===== src/rtl/reg_encoder.sv =====
// Register-mask encoder: turns a 32-bit pending-register mask into a stream of ascending indices.
// Optional `remain` count port is enabled by defining REMAIN_CNT_EN.
module reg_encoder (
  input  logic        clock,
  input  logic        ctrl_reset,
  input  logic        load_valid,
  input  logic [31:0] load_mask,
  output logic        load_ready,
  output logic        out_valid,
  output logic [4:0]  out_index,
  input  logic        out_ready,
  output logic        done
`ifdef REMAIN_CNT_EN
  ,
  output logic [5:0]  remain
`endif
);

  typedef enum logic {
    ST_IDLE = 1'b0,
    ST_EMIT = 1'b1
  } state_e;

  state_e      state_q, state_d;
  logic [31:0] pending_q, pending_d;
  logic        done_q, done_d;
  logic [4:0]  low_idx;

  always_ff @(posedge clock) begin
    if (ctrl_reset) begin
      state_q   <= ST_IDLE;
      pending_q <= 32'h0;
      done_q    <= 1'b0;
    end else begin
      state_q   <= state_d;
      pending_q <= pending_d;
      done_q    <= done_d;
    end
  end

  // $0 is never written, so bit 0 of a loaded mask is discarded.
  always_comb begin
    state_d   = state_q;
    pending_d = pending_q;
    done_d    = 1'b0;
    case (state_q)
      ST_IDLE: begin
        if (load_valid) begin
          pending_d = load_mask & 32'hFFFF_FFFE;
          if (pending_d != 32'h0) state_d = ST_EMIT;
          else                    done_d  = 1'b1;
        end
      end
      ST_EMIT: begin
        if (out_ready) begin
          pending_d = pending_q & (pending_q - 32'd1);
          if (pending_d == 32'h0) begin
            state_d = ST_IDLE;
            done_d  = 1'b1;
          end
        end
      end
      default: state_d = ST_IDLE;
    endcase
  end

  always_comb begin
    low_idx = 5'd0;
    for (int i = 31; i >= 0; i--) begin
      if (pending_q[i]) low_idx = i[4:0];
    end
  end

  assign load_ready = (state_q == ST_IDLE);
  assign out_valid  = (state_q == ST_EMIT);
  assign out_index  = out_valid ? low_idx : 5'd0;
  assign done       = done_q;

`ifdef REMAIN_CNT_EN
  logic [5:0] pop_cnt;

  always_comb begin
    pop_cnt = 6'd0;
    for (int i = 0; i < 32; i++) begin
      pop_cnt = pop_cnt + {5'd0, pending_q[i]};
    end
  end

  assign remain = out_valid ? pop_cnt : 6'd0;
`endif

endmodule

===== config.mk =====
export PLATFORM = sky130hd
export DESIGN_NAME = reg_encoder
export DESIGN_NICKNAME = d
export VERILOG_FILES = /design/src/rtl/reg_encoder.sv
export SDC_FILE = /design/constraint.sdc
export NUM_CORES = 1
export LEC_CHECK = 0
export CORE_MARGIN = 2
export CORE_UTILIZATION = 58
export CTS_BUF_LIST = sky130_fd_sc_hd__clkbuf_8
export DETAILED_ROUTE_END_ITERATION = 8
export MAX_ROUTING_LAYER = met4
export PLACE_DENSITY = 0.88
export SYNTH_ARGS = -nofsm -noshare
export SYNTH_HDL_FRONTEND = slang
export SYNTH_SLANG_ARGS = --single-unit

===== constraint.sdc =====
create_clock -name clock -period 4.3 [get_ports clock]
set_input_delay 0.43 -clock clock [delete_from_list [all_inputs] [get_ports clock]]
set_output_delay 0.43 -clock clock [all_outputs]
set_load 0.05 [all_outputs]

After elaboration in Yosys (flattened, before gate mapping)
Index checks and enable logic that the tools add are counted.
{ "word_totals": {"input_bits": 36, "output_inout_bits": 8, "regBits": 34, "elab_cells": 57} }
{ "classes": {"add_sub_neg": 1, "bitwise": 2, "eq_ne": 2, "muxes": 46, "n_reduce_logical": 3} }
{ "op_table": {"columns": ["op", "count"], "rows": [
  ["2-to-1 mux 5 bit", 33],
  ["2-to-1 mux 32 bit", 2],
  ["one-hot mux 32 bit (2 select lines)", 1],
  ["AND 32 bit", 1],
  ["logical NOT 32 bit", 1],
  ["nonzero test 32 bit", 1],
  ["subtractor 32 x 1 -> 32 bit (second input constant)", 1],
  ["2-to-1 mux 1 bit", 8],
  ["!= test 2 bit (second input constant)", 2],
  ["one-hot mux 1 bit (2 select lines)", 2],
  ["AND reduction 2 bit", 1],
  ["inverter 1 bit", 1]
]} }

Longest topological paths before layout
{ "logic_depth": {"depth_word": 33, "depth_mapped": 9, "ltp_nobuf": 7} }

Worst setup path before layout
OpenSTA, ideal clock, no wires.
{ "synth_path": {"path_type": "reg-to-output", "startpoint": "reg state_q (netlist: out_valid)", "endpoint": "out out_index[1]", "path_slack_ns": 1.020, "t_arrival_ns": 2.850, "path_buffers": 1, "required_time_ns": 3.870, "stages_incl_launch_ff": 6, "path_cell_list": "dfxtp_1 -> clkbuf_1 -> clkinv_1 -> nor2_1 -> nand3_1 -> o21ai_0"} }
{ "synth_between": {"elab_chain_cells": 1} }
{ "synth_rtl": {"columns": ["element", "line_no", "text"], "rows": [
  ["start: declaration", "24", "state_e state_q, state_d;"],
  ["start signal: assignment", "35", "state_q <= state_d;"],
  ["2-to-1 mux 5 bit", "76", "assign out_index = out_valid ? low_idx : 5'd0;"],
  ["end: declaration", "10", "output logic [4:0] out_index,"]
]} }
No other way between the ends.

Worst setup path after layout
{ "layout_path": {"startpoint": "reg pending_q[24]", "endpoint": "out out_index[3]"} }
{ "layout_between": {"elab_chain_cells": 26} }
{ "layout_rtl": {"columns": ["element", "line_no", "text"], "rows": [
  ["start: declaration", "25", "logic [31:0] pending_q, pending_d;"],
  ["start signal: assignment", "36", "pending_q <= pending_d;"],
  ["2-to-1 mux 5 bit (25 in a row)", "70", "if (pending_q[i]) low_idx = i[4:0];"],
  ["2-to-1 mux 5 bit", "76", null]
]} }
No other way between the ends.

==> impl_metrics.py <==
metrics = {
    "logic_synthesis": {
        "synth_area_leaders": "dfxtp_1 (29%), a21oi_1 (7.9%), nor2_1 (7.9%)",
        "ys.flop_type": "dfxtp_1",
        "yosysSeqAreaShare_pct": 28.9,
        "yosys.area.top_type": "dfxtp_1",
        "syn_area_mm2": 0.00228,
        "ys_async_sr_fraction_pct": 0,
        "synth_edf_count": 0,
        "ys_seq_elements": 33,
        "yosys_warnings": 0,
        "synth_top_area_share_pct": 28.9,
        "synth_nets": 359,
        "syn-instance-count": 323,
        "avgSynthCellArea_um2": 7.07,
        "synth_cell_types": 50,
    },
    "drt": {
        "dr.pass1.iters": 9,
        "wire_per_inst_um": 17.4,
        "drt_iter0_markers": 302,
        "drcViolationCount": 0,
        "via_per_inst": 6.59,
        "ant_nets": 0,
        "routed_wirelength_um": 6970,
        "num_vias": 2641,
    },
    "global_routing": {
        "grt_overflow": 0,
        "grt_pass1_wl_um": 11300,
        "antenna_found_initial": 0,
        "track_usage_pct": 34.5,
        "first_global_vias": 2354,
        "grt_start_max_net_pins": 34,
    },
    "placement": {
        "dp_hpwl_um": 4930,
        "gp_congestion": 1.00,
        "port_buffers": 42,
    },
    "setup_path": {
        "crit_path_start_kind": "flop",
        "slowest_delay_ns": 0.71,
        "crit_top_cell": "nor3_1",
        "cp.required_ns": 3.87,
        "cp_max_fo": 9,
        "crit_chain": "nor4_2 > nand2_1 > nor3_1 > nor2_1 > nor3_1 > nor3_1 > clkdlybuf4s50_1",
        "path_class": "reg2out",
        "critPathArrivalTime_ns": 2.86,
        "worstSetupEndpointType": "output pin",
        "cp_num_buf_inv": 1,
        "cpMaxStageDelayCell": "clkdlybuf4s50_1",
        "cp_top_family": "simple AND/OR/NAND/NOR gates",
    },
    "floorplanning": {
        "die_w_um": 66.7,
        "rows": 22,
        "start_util_pct": 61.4,
        "pin_count": 44,
        "die_area_mm2": 0.00445,
        "die_h_um": 66.7,
        "core-area_mm2": 0.00372,
    },
    "timing": {
        "finalCritPeriodShare_pct": 76.5,
        "rsz0062_at_grt": "no",
        "period_minus_slack_ns": 3.29,
        "hold_viol": 0,
        "fin_skew_ns": 0.00489,
        "tightest_slew_ns": 0.618,
        "fmax_mhz": 304,
        "finalSetupTns_ns": 0,
        "setup_viol": 0,
        "slew_viol_final": 0,
        "maxSlewHeadroom_pct": 58.7,
    },
    "hold_path": {
        "hold_class": "reg2reg",
    },
    "clock_tree": {
        "postCtsSetupRepairBufs": 0,
        "cts_root_buffer": "clkbuf_8",
        "cts_buffer_depth": 2,
        "cts_tree": "yes",
        "cts-htree-levels": 2,
        "clock_sinks": 33,
        "clk_latency_ns": 0.30,
        "clk_pin_slew_ns": 0.07,
        "cts_resized": 0,
        "postCtsHoldBufs": 0,
        "cts_buffers": 5,
    },
    "pwr": {
        "leakagePower_nw": 0.997,
        "finalPower_mw": 0.977,
        "irDropWorstVdd_mv": 0.221,
        "p_per_area_mw_per_mm2": 351,
    },
    "status": {
        "status": "completed",
    },
    "finish": {
        "layout.nets": 388,
        "layout-drive-gt1-share_pct": 7.08,
        "antenna_cells": 0,
        "area_growth_pct": 22.0,
    },
    "flow_run": {
        "cap_violations": 0,
    },
}
==> cells by family after synthesis <==
| logic type | count (synthesis) | synth area share, % |
|---|---|---|
| flip-flops | 33 | 28.9 |
| adder cells (fa/ha/maj) | 2 | 0.877 |
| multiplexers | 2 | 0.877 |
| buffers and inverters | 33 | 6.90 |
| AND/OR/NAND/NOR | 153 | 34.8 |
| AO/OA/AOI/OAI | 100 | 27.6 |
==> final cells by class <==
cell class / instances / area [um2]
Fill cell: 325 / 931
Clock inverter: 2 / 33.8
Tap cell: 48 / 60.1
Timing Repair Buffer: 45 / 443
Clock buffer: 6 / 82.6
Sequential cell: 33 / 661
Multi-Input combinational cell: 257 / 1470
Inverter: 10 / 37.5
==> cells in the final DEF (no fill, tap or decap), types with 3 or more instances in the layout <==
cell type        instances
a21oi_1                 36
a22oi_1                  9
a31oi_1                  3
and2_1                   3
buf_4                    3
clkbuf_8                 6
clkdlybuf4s50_1         42
dfxtp_1                 33
inv_1                   10
nand2_1                 38
nand3_1                  7
nand4_1                  3
nor2_1                  48
nor3_1                  20
nor4_1                  14
nor4_4                   3
o2111ai_1                3
o21ai_0                 19
o22ai_1                  4
o311ai_0                 3
o31ai_1                  4
or2_2                    3
or3_1                    3
==> per-stage QoR <==
stage / instances / util [%] / hold slack, ns / setup WS (ns) / area (um2)
final: 401 / 74.9 / 0.566 / 1.01 / 2790
after global routing: 401 / 74.9 / 0.589 / 0.894 / 2790
after CTS: 401 / 74.9 / 0.562 / 1.10 / 2790
after detailed placement: 393 / 71.8 / 0.551 / 1.42 / 2670
after global placement: 393 / 71.8 / 0.534 / 1.43 / 2670
after floorplan: 323 / - / 0.507 / 1.02 / 2280
==> worst min-delay path, delay by kind of cell, from the launching register on <==
kind	cells	cell delay, ns
DFF	1	0.36
and+or+nand+nor	1	0.09
AOI/OAI and AO/OA	1	0.06
==> cells in the mapped netlist, types with 3 or more instances <==
| master | n |
|---|---|
| a21oi_1 | 36 |
| nor3_1 | 20 |
| a31oi_1 | 3 |
| inv_1 | 9 |
| a22oi_1 | 9 |
| o311ai_0 | 3 |
| dfxtp_1 | 33 |
| nand4_1 | 3 |
| nand2_1 | 38 |
| o31ai_1 | 4 |
| or3_1 | 3 |
| buf_6 | 3 |
| or2_2 | 3 |
| nor4_1 | 14 |
| nand3_1 | 7 |
| nor2_1 | 48 |
| o22ai_1 | 4 |
| o21ai_0 | 19 |
| clkbuf_1 | 14 |
| and2_1 | 3 |
| nor4_4 | 3 |
| o2111ai_1 | 3 |
==> path summary, 6_finish.rpt <==
kind / start / endpoint / slack, ns / cells past startpoint
worst min-delay path: pending_q[27] / pending_q[27] / 0.57 / 2
worst max register to register: pending_q[4] / out_valid / 1.67 / 7
worst min register to register: pending_q[27] / pending_q[27] / 0.57 / 2
worst max-delay path: pending_q[24] / out_index[3] / 1.01 / 7
==> state kept, by name, summed over array words and instances (netlist names) <==
register,cells
done,1
out_valid,1
pending_q,31
==> routing by layer <==
| layer | global-route usage, % | share of wire (%) | wire (um) |
|---|---|---|---|
| met5 | - | 0 | 0 |
| met4 | 9.18 | 2.4 | 169 |
| met3 | 9.12 | 11 | 762 |
| met2 | 53.9 | 46 | 3190 |
| met1 | 44.3 | 41 | 2850 |
==> power by group <==
part | switching (mW) | internal, mW | total, mW
clock | 0.118 | 0.186 | 0.305
combinational | 0.181 | 0.127 | 0.308
sequential | 0.0390 | 0.325 | 0.364
Power figures use the tool's default switching activity.
